File: src/rtl/mem_wb_unit_206_pkg.sv
// mem_wb_unit_206_pkg: load-type encodings and link register shared with decode
package mem_wb_unit_206_pkg;

    typedef enum logic [2:0] {
        LD_W  = 3'd0,
        LD_B  = 3'd1,
        LD_BU = 3'd2,
        LD_H  = 3'd3,
        LD_HU = 3'd4
    } load_type_e;

    localparam logic [4:0] LINK_REG_DEFAULT = 5'd31;

    // Contents of the MEM/WB pipeline register
    typedef struct packed {
        logic        valid;
        logic [31:0] alu;
        logic [31:0] mem;
        logic [31:0] pc;
        logic [4:0]  rw;
        logic        reg_wr;
        logic        mem_to_reg;
        logic        jal;
        logic        overflow;
        logic [2:0]  load_type;
    } wb_reg_t;

endpackage

File: src/rtl/load_align_206.sv
// load_align_206: picks a byte/halfword out of a big-endian word and extends it
module load_align_206
    import mem_wb_unit_206_pkg::*;
(
    input  logic [31:0] word,
    input  logic [1:0]  a,
    input  logic [2:0]  load_type,
    output logic [31:0] value
);

    logic [7:0]  byte_sel;
    logic [15:0] half_sel;

    // Byte 0 sits in the top lane; halfwords ignore a[0]
    always_comb begin
        byte_sel = a == 2'd0 ? word[31:24] :
                   a == 2'd1 ? word[23:16] :
                   a == 2'd2 ? word[15:8]  : word[7:0];
        half_sel = a[1] ? word[15:0] : word[31:16];
        value    = load_type == LD_B  ? {{24{byte_sel[7]}}, byte_sel} :
                   load_type == LD_BU ? {24'd0, byte_sel} :
                   load_type == LD_H  ? {{16{half_sel[15]}}, half_sel} :
                   load_type == LD_HU ? {16'd0, half_sel} : word;
    end

endmodule

File: src/rtl/mem_wb_unit_206.sv
// mem_wb_unit_206: MEM/WB register and write-back mux; WB_RETIRE_CNT_EN adds a retire counter
module mem_wb_unit_206
    import mem_wb_unit_206_pkg::*;
#(
    parameter logic [31:0] LINK_OFFSET = 32'd4,
    parameter logic [4:0]  LINK_REG    = LINK_REG_DEFAULT
) (
    input  logic        clk,
    input  logic        rst,
    input  logic        stall,
    input  logic        flush,
    input  logic [31:0] ALU_Result_IN,
    input  logic [31:0] Mem_Dout_IN,
    input  logic [31:0] PC_Addr_IN,
    input  logic [4:0]  Rw_IN,
    input  logic        RegWr_IN,
    input  logic        MemtoReg_IN,
    input  logic        Jal_IN,
    input  logic        OverFlow_IN,
    input  logic [2:0]  Load_Type_IN,
    output logic [31:0] busW,
    output logic [4:0]  Rw_Wr,
    output logic        RegWr_Wr,
    output logic        OverFlow_Wr,
    output logic        Jal_Wr,
    output logic [31:0] Retired_Cnt
);

    wb_reg_t     r;
    logic [31:0] load_value;

    // Pipeline register: stall holds, flush loads an all-zero bubble
    always_ff @(posedge clk or posedge rst) begin
        if (rst)
            r <= '0;
        else if (!stall)
            r <= flush ? '0 : {1'b1, ALU_Result_IN, Mem_Dout_IN, PC_Addr_IN, Rw_IN,
                               RegWr_IN, MemtoReg_IN, Jal_IN, OverFlow_IN, Load_Type_IN};
    end

    load_align_206 u_align (
        .word      (r.mem),
        .a         (r.alu[1:0]),
        .load_type (r.load_type),
        .value     (load_value)
    );

    // Write-back outputs depend only on registered state
    always_comb begin
        busW        = r.jal ? r.pc + LINK_OFFSET : r.mem_to_reg ? load_value : r.alu;
        Rw_Wr       = r.jal ? LINK_REG : r.rw;
        RegWr_Wr    = r.valid & (r.reg_wr | r.jal) & (Rw_Wr != 5'd0);
        OverFlow_Wr = r.valid & r.overflow;
        Jal_Wr      = r.valid & r.jal;
    end

`ifdef WB_RETIRE_CNT_EN
    logic [31:0] cnt;

    // An instruction retires when it leaves WB un-stalled
    always_ff @(posedge clk or posedge rst) begin
        if (rst)
            cnt <= '0;
        else if (!stall && r.valid)
            cnt <= cnt + 32'd1;
    end

    assign Retired_Cnt = cnt;
`else
    assign Retired_Cnt = '0;
`endif

endmodule

File: config.mk
export PLATFORM = sky130hd
export DESIGN_NAME = mem_wb_unit_206
export DESIGN_NICKNAME = d
export VERILOG_FILES = /design/src/rtl/mem_wb_unit_206_pkg.sv /design/src/rtl/load_align_206.sv /design/src/rtl/mem_wb_unit_206.sv
export SDC_FILE = /design/constraint.sdc
export NUM_CORES = 1
export LEC_CHECK = 0
export BUFFER_PORTS_ARGS = -buffer_cell sky130_fd_sc_hd__buf_2
export CORE_ASPECT_RATIO = 1.25
export CORE_MARGIN = 4
export CORE_UTILIZATION = 52
export CTS_CLUSTER_DIAMETER = 100
export DETAILED_ROUTE_END_ITERATION = 10
export PLACE_DENSITY = 0.81
export SLEW_MARGIN = 20
export SYNTH_ARGS = -nofsm -noshare
export SYNTH_HDL_FRONTEND = slang
export SYNTH_SLANG_ARGS = --single-unit
File: constraint.sdc
create_clock -name clk -period 3.5 [get_ports clk]
set_input_delay 0.175 -clock clk [delete_from_list [all_inputs] [get_ports clk]]
set_output_delay 0.175 -clock clk [all_outputs]
set_load 0.05 [all_outputs]
Word-level counts from Yosys, hierarchy flattened

Cells that the tools add are included.

Flip-flop bits (word level): 109
Input bits: 112
Output and inout port bits: 72
Logic and storage cells: 36

Add/subtract/negate cells: 1
Eq/ne operators: 6
Mux-type cells: 12
Bitwise operators: 5
Reductions and logical operators: 2

Operators with widths:

| cell                  | count |
|---|---|
| $mux 32               | 6 |
| $mux 109              | 1 |
| $add 32x3->32 const B | 1 |
| $mux 8                | 3 |
| $mux 16               | 1 |
| $eq 3x2->1 const B    | 2 |
| $mux 5                | 1 |
| $reduce_bool 5->1     | 1 |
| $and 1x1->1           | 4 |
| $eq 3x1->1 const B    | 1 |
| $eq 3x3->1 const B    | 1 |
| $eq 2x1->1 const B    | 1 |
| $eq 2x2->1 const B    | 1 |
| $logic_not 2->1       | 1 |
| $or 1x1->1            | 1 |

Depth between registers and ports, before layout

Gate-level depths: netlist of the first run.

Word-level depth: 8
Mapped depth: 8
Depth with buffers taken out: 6

Hierarchy

A second synthesis of the first run with hierarchy kept.

Cell total of the unflattened synthesis: 591
Area, all modules: 6,286.0 um2

Modules (own cells, without submodules):

| module          | instances | cells each | area an instance (um2) | sequential area each (um2) |
|---|---|---|---|---|
| mem_wb_unit_206 | 1         | 490        | 5,371.4                | 2,727.6 |
| load_align_206  | 1         | 101        | 914.6                  | 0.0 |

Least setup slack after synthesis of the first run

No wires, ideal clock.

Path kind: register to output
Start: reg r[14] (netlist name)
End: out busW[22]
Arrival time: 2,694 ps
Data required time: 3,325 ps
Setup slack: 631 ps
Cell stages (with the launch flop): 7
Path buffers: 0
Path through: dfrtp_1 ha_1 nand2_1 nor4_2 nand4_1 xor2_1 o21ai_0

Word-level cells in the longest chain between the ends: 2

Ends and longest elaborated chain:

| element                | line                  | text |
|---|---|---|
| from (decl)            | mem_wb_unit_206.sv:29 | `wb_reg_t r;` |
| from (signal assigned) | mem_wb_unit_206.sv:37 | `r <= flush ? '0 : {1'b1, ALU_Result_IN, Mem_Dout_IN, PC_Addr_IN, Rw_IN,` |
| $add 32x3->32          | mem_wb_unit_206.sv:50 | `busW = r.jal ? r.pc + LINK_OFFSET : r.mem_to_reg ? load_value : r.alu;` |
| $mux 32                | mem_wb_unit_206.sv:50 |  |
| to (decl)              | mem_wb_unit_206.sv:21 | `output logic [31:0] busW,` |

Every way passes these cells.

Worst setup path after layout of the first run

Start: reg r[1] (netlist name)
End: out busW[4]

Word-level cells in the longest chain between the ends: 7
Elaborated cells between the ends (all ways): 10
Classes of those cells: eq/ne (4); mux (6)

Ends and longest elaborated chain:

| element                   | line                  | text |
|---|---|---|
| $eq 3x3->1                | load_align_206.sv:23  | `load_type == LD_HU ? {16'd0, half_sel} : word;` |
| $mux 32                   | load_align_206.sv:23  |  |
| $mux 32                   | load_align_206.sv:22  | `load_type == LD_H ? {{16{half_sel[15]}}, half_sel} :` |
| $mux 32                   | load_align_206.sv:21  | `load_type == LD_BU ? {24'd0, byte_sel} :` |
| $mux 32 (*)               | load_align_206.sv:20  | `value = load_type == LD_B ? {{24{byte_sel[7]}}, byte_sel} :` |
| $mux 32 (*) (2 in series) | mem_wb_unit_206.sv:50 |  |

Mark *: on every way between the ends. The rest lies on a longest branch, timed or not.

==> results of run 1 <==
==> layer usage <==
| metal | vias up | GRT usage, % | part of all wire [%] |
|---|---|---|---|
| li1 | 2383 | - | - |
| met5 | - | 0 | 0.074 |
| met4 | 2 | 11.2 | 4.1 |
| met3 | 58 | 5.37 | 7.2 |
| met2 | 264 | 43.3 | 49 |
| met1 | 2589 | 32.1 | 39 |
==> final timing paths <==
| path | start | to | slack, ps |
|---|---|---|---|
| min reg2reg | r[88] | r[88] | 510 |
| min | PC_Addr_IN[17] | r[29] | 30 |
| max | r[1] | busW[4] | 500 |
| min in group asynchronous | rst | r[18] | 480 |
| max reg2reg | r[5] | r[5] | 2470 |
| max in group asynchronous | rst | r[26] | 2110 |
==> kinds of logic after synthesis <==
group / Yosys count / share of synthesized area, %
AND/OR/NAND/NOR: 109 / 9.07
XOR/XNOR: 28 / 4.05
multiplexers: 26 / 5.91
other: 1 / 0.0619
buffers and inverters: 92 / 7.91
adder cells (fa/ha/maj): 1 / 0.207
flip-flops: 109 / 45.1
AO/OA/AOI/OAI: 216 / 27.7
==> synth_stat cells, types with 3 or more instances <==
| master | number | area share, % |
|---|---|---|
| dfrtp_1 | 109 | 45 |
| a22o_1 | 107 | 15 |
| clkbuf_1 | 42 | 2.6 |
| buf_4 | 32 | 4.0 |
| nand2_1 | 30 | 1.9 |
| nor2_1 | 28 | 1.7 |
| o21ai_0 | 26 | 2.1 |
| xor2_1 | 20 | 2.9 |
| a211oi_1 | 16 | 2.0 |
| a21oi_1 | 15 | 1.2 |
| o221ai_1 | 14 | 2.0 |
| nand3_1 | 13 | 1.1 |
| mux2i_1 | 11 | 1.8 |
| o22ai_1 | 11 | 1.1 |
| nand4_1 | 10 | 1.0 |
| mux2_2 | 8 | 1.5 |
| xnor2_1 | 8 | 1.2 |
| inv_1 | 7 | 0.43 |
| mux4_2 | 7 | 2.6 |
| or2_2 | 6 | 0.62 |
| buf_2 | 5 | 0.41 |
| buf_1 | 4 | 0.25 |
| nand2b_1 | 4 | 0.41 |
| a21o_1 | 3 | 0.37 |
| a221o_1 | 3 | 0.50 |
| and2_1 | 3 | 0.31 |
| and3_1 | 3 | 0.31 |
| and4_1 | 3 | 0.43 |
| o211ai_1 | 3 | 0.37 |
| o21bai_1 | 3 | 0.37 |
==> layout make-up <==
class | count | area, sq um | area share (%)
multi-input cells | 412 | 2970 | 42.0
flip-flops and latches | 109 | 2730 | 38.6
repair buffers | 164 | 871 | 12.3
clock buffers | 13 | 250 | 3.54
well taps | 135 | 169 | 2.39
clock inverters | 3 | 43.8 | 0.620
inverters | 8 | 32.5 | 0.460
diodes | 1 | 2.50 | 0.0354
==> report_power, final <==
| group | internal [mW] | total, mW | switching [mW] |
|---|---|---|---|
| Sequential | 1.36 | 1.48 | 0.120 |
| Combinational | 0.305 | 0.938 | 0.632 |
| Clock | 0.578 | 1.04 | 0.460 |
| Total | 2.24 | 3.45 | 1.21 |
==> worst register-to-register path, stage by stage, from the launching register on <==
cell	delay, ps
dfrtp_1	380
buf_4	250
a22o_1	280
==> results.json, run 1 <==
{
  "outcome": "complete, no violations",
  "fin_area_sq_mm": 0.00707,
  "grt_pass1_vias": 5147,
  "initial_core_util_pct": 53.8,
  "power.total_mw": 3.45,
  "final_cell_mix": "150 x buf_2, 109 x dfrtp_1, 107 x a22o_1",
  "clock_skew_ps": 0,
  "n_fill_cell": 899,
  "viasPerCell": 6.27,
  "nets": 817,
  "crit_path_start_kind": "register",
  "slew_viol_final": 0,
  "grt_max_degree": 109,
  "clock-root-buffer": "clkbuf_16",
  "drtIter0Drc": 537,
  "min_period_over_period_pct": 85.6,
  "ys_seq_area_share_pct": 45.1,
  "ant_nets": 0,
  "area_growth_pct": 16.7,
  "reg2reg_depth": 2,
  "setup_tns_ps": 0,
  "slew-limit-headroom_pct": 40.2,
  "fmax_mhz": 334,
  "die_w_um": 105,
  "final_common_cell": "buf_2",
  "cts_setup_buffers": 0,
  "crit_path_max_incr_delay_ps": 510,
  "whs_path_depth": 2,
  "clock_latency_ps": 350,
  "ctsResizeCount": 0,
  "critPathKind": "register to primary output",
  "cts_sinks": 109,
  "vias": 5296,
  "synth_cell_types": 52,
  "gp_congestion": 0.921,
  "grt_pass1_wl_mm": 27.1,
  "max_slew.worst_pin.slew_ps": 896,
  "rsz0062_at_grt": "no",
  "cts_buffers": 9,
  "die_h_um": 129,
  "cp_num_buf_inv": 1,
  "die_area_sq_mm": 0.0134,
  "dr.pass1.iters": 5,
  "num_rows": 43,
  "crit_chain": "or3b_4, a21oi_4, mux2i_1, a211oi_1, a221o_1, buf_2",
  "setup_ws_ps": 502,
  "post_dp_cell_area_sq_mm": 0.00676,
  "largest_register": "r",
  "path_max_fanout": 16,
  "top_regs": "r: 109 flops",
  "drive_above_1_share_pct": 28.8,
  "synth_area_sq_mm": 0.00605,
  "place_inst": 827,
  "drv_cap": 0,
  "vdd_drop_max_v": 0.000363,
  "end_kind": "primary output",
  "fin_util_pct": 62.9,
  "min-delay-path-class": "input pin to register",
  "drc": 0,
  "report.final.hold_viol_count": 0,
  "port_buffers": 151,
  "async_flop_share_pct": 100,
  "cts_hold_buffers": 1,
  "wl_per_cell_um": 20.9,
  "whs_ps": 33.2,
  "syn_avg_cell_area_sq_um": 10.4,
  "synth_warnings": 0,
  "powerDensity_mw_per_mm2": 488,
  "period_minus_slack_ps": 3000,
  "largest_reg_flops": 109,
  "coreArea_sq_mm": 0.0112,
  "netlist_instances": 582,
  "finalSetupViolations": 0,
  "cts_tree": "done",
  "ioPinCount": 184,
  "instances_no_fill": 845,
  "postRouteWirelength_mm": 17.7,
  "path_delay_family": "compound AO/OA/AOI/OAI gates",
  "crit_path_top_delay_cell": "a21oi_4",
  "grt_usage_pct": 25.6,
  "synth_edf_count": 0,
  "path_clk_slew_ps": 70,
  "required_ps": 3320,
  "ys_ff_latch": 109,
  "h-tree-depth": 3,
  "overflow": 0,
  "dpl.hpwl_mm": 12.6,
  "p_leak_nw": 3.31,
  "post-place-ws_ps": 897,
  "path_depth": 6,
  "synth_ff_type": "dfrtp_1",
  "antenna_found_initial": 2,
  "cp.arrival_ps": 2820,
  "cts_buffer_depth": 2
}
Note: power is estimated with default switching activity, not from simulation.
==> run 2: changes to the inputs <==
ABC_AREA = 1   (was default)
CORE_UTILIZATION = 54   (was 52)
==> run 2 against run 1 <==
Effect of this change:
- synthesized cell count up 78%
- clock skew unchanged
- total power is 4.2% higher
- fmax is 4.2% higher
- die area grew 10%
- critical path type unchanged
- global-route usage increased by 3.8 points
- critical endpoint is now busW[28]
- hold slack better by 13 ps
==> results.json, run 2 <==
{
  "synth_edf_count": 0,
  "reg2reg_depth": 2,
  "h-tree-depth": 3,
  "met1_usage_pct": 39.3,
  "yosysTopAreaCell": "dfrtp_1",
  "clock_skew_ps": 0,
  "die_area_sq_mm": 0.0148,
  "final-seq-area_sq_mm": 0.00273,
  "antenna_found_initial": 0,
  "p_leak_nw": 4.42,
  "min_to": "r[10]",
  "critPathKind": "register to primary output",
  "final_cell_mix": "289 x nand2_1, 221 x inv_1, 151 x buf_2",
  "max_slew.worst_pin.slew_ps": 969,
  "synth_common_cells": "289 x nand2_1, 222 x inv_1, 109 x dfrtp_1, 89 x o22ai_1, 72 x nand3_1",
  "final_common_cell": "nand2_1",
  "report.final.hold_viol_count": 0,
  "cts_buffers": 9,
  "grt_max_degree": 90,
  "timing.rr.start": "r[5]",
  "vias": 6982,
  "required_ps": 3320,
  "grt_pass1_vias": 6657,
  "yosysTopAreaCellShare_pct": 39.2,
  "port_buffers": 151,
  "whs_path_depth": 3,
  "ys_ff_latch": 109,
  "async_flop_share_pct": 100,
  "outcome": "complete, no violations",
  "n_fill_cell": 1219,
  "slew-limit-headroom_pct": 35.4,
  "synth_cell_types": 29,
  "cts_buffer_depth": 2,
  "end_kind": "primary output",
  "clock_latency_ps": 360,
  "synth_ff_type": "dfrtp_1",
  "die_h_um": 135,
  "setup_tns_ps": 0,
  "cts_sinks": 109,
  "synth_area_sq_mm": 0.00697,
  "vdd_drop_max_v": 0.000230,
  "finalSetupViolations": 0,
  "powerDensity_mw_per_mm2": 453,
  "multiInputGateArea_sq_mm": 0.00301,
  "grt_pass1_wl_mm": 33.6,
  "dr.pass1.iters": 5,
  "gp_congestion": 1.01,
  "post_dp_cell_area_sq_mm": 0.00761,
  "ys_seq_area_share_pct": 39.2,
  "rsz0062_at_grt": "no",
  "drive_above_1_share_pct": 16.9,
  "yosysMostFrequentCell": "nand2_1",
  "dpl.hpwl_mm": 16.2,
  "min_from": "Rw_IN[3]",
  "reg2reg_to": "r[5]",
  "overflow": 0,
  "n_antenna_cell": 0,
  "period_minus_slack_ps": 2880,
  "nets": 1269,
  "path_max_fanout": 25,
  "cts_tree": "done",
  "gr-usage-met2_pct": 47.3,
  "path_clk_slew_ps": 80,
  "drv_cap": 0,
  "met3_usage_pct": 5.16,
  "ioPinCount": 184,
  "fin_util_pct": 62.7,
  "syn_avg_cell_area_sq_um": 6.72,
  "die_w_um": 110,
  "busiest_layer": "met2",
  "viasPerCell": 5.25,
  "crit_path_start_kind": "register",
  "clock-root-buffer": "clkbuf_16",
  "wl_per_cell_um": 16.1,
  "netlist_instances": 1037,
  "area_growth_pct": 13.9,
  "reg2reg_slack_ps": 2110,
  "grt_usage_pct": 29.5,
  "drtIter0Drc": 565,
  "fin_area_sq_mm": 0.00794,
  "synth_warnings": 0,
  "min-delay-path-class": "input pin to register",
  "largest_register": "r",
  "largest_reg_flops": 109,
  "ant_nets": 0,
  "num_rows": 46,
  "top_regs": "r: 109 flops",
  "initial_core_util_pct": 55.0,
  "min_period_over_period_pct": 82.2,
  "fmax_mhz": 348,
  "cp.arrival_ps": 2700,
  "postRouteWirelength_mm": 21.4,
  "synth.area.top_cells": "dfrtp_1 39%, nand2_1 16%, inv_1 12%",
  "coreArea_sq_mm": 0.0127,
  "drc": 0,
  "ctsResizeCount": 0,
  "slew_viol_final": 0
}
## run 2: changes by cell type after synthesis, moves of 32 or more
cell     previous run  this run
nand2_1            30       289
o22ai_1            11        89
a22o_1            107         0
a21oi_1            15        47
nand3_1            13        72
inv_1               7       222
## run 2: kinds of logic (layout without fill, tap and decap cells)
logic type,after synthesis,in the layout,share of synthesized area (%)
DFF,109,109,39.2
and+or+nand+nor,427,427,25.2
adders and majority gates,1,1,0.180
other,1,32,0.0538
xor gates and xnor gates,6,6,0.754
buffers and inverters,309,402,19.4
AOI/OAI and AO/OA,184,184,15.3
## run 2: through the flow
step	power (mW)	worst slack [ps]	hold slack, ps	cells
after global placement	2.50	1100	327	1312
after global routing	3.75	403	55.7	1329
final	3.60	624	45.8	1329
after CTS	3.59	664	43.3	1329
after floorplan	2.26	451	314	1068
after detailed placement	2.50	1050	328	1312
## run 2: worst max-delay path by stage
stage / cells past startpoint / slack, ps / endpoint / startpoint
global route: 8 / 400 / busW[28] / r[77]
detailed placement: 8 / 1050 / busW[28] / r[77]
CTS: 8 / 660 / busW[12] / r[77]
finish: 8 / 620 / busW[28] / r[77]
floorplan: 1 / 450 / r[0] / rst
global placement: 8 / 1100 / busW[9] / r[77]
## run 2: timing repair
action                    CTS  global route
setup buffers               0             0
hold buffers                1             0
hold endpoints to repair   54             0
## run 2: cell type report
type	instances	area share [%]
Clock inverter	7	1.13
Timing Repair Buffer	158	10.2
Tap cell	168	2.65
Sequential cell	109	34.4
Inverter	228	10.9
Multi-Input combinational cell	650	37.9
Clock buffer	9	2.84
## run 2: layer usage
| layer | share of wire, % | vias up |
|---|---|---|
| li1 | - | 3384 |
| met1 | 40 | 3203 |
| met2 | 48 | 333 |
| met3 | 8.0 | 62 |
| met4 | 3.8 | 0 |
| met5 | 0 | - |
## run 2: worst max-delay path, cell delays in order, from the launching register on
cell	delay, ps
dfrtp_1	590
inv_1	410
nand3_1	190
nand3_2	130
a21oi_4	530
nand2_1	130
nand2_1	100
nand2_1	40
buf_2	200
## run 2: where the power goes
group / leakage [nW] / switching [mW] / internal, mW
Sequential: 1.42 / 0.0834 / 1.36
Clock: 0.155 / 0.527 / 0.575
Combinational: 2.85 / 0.786 / 0.268
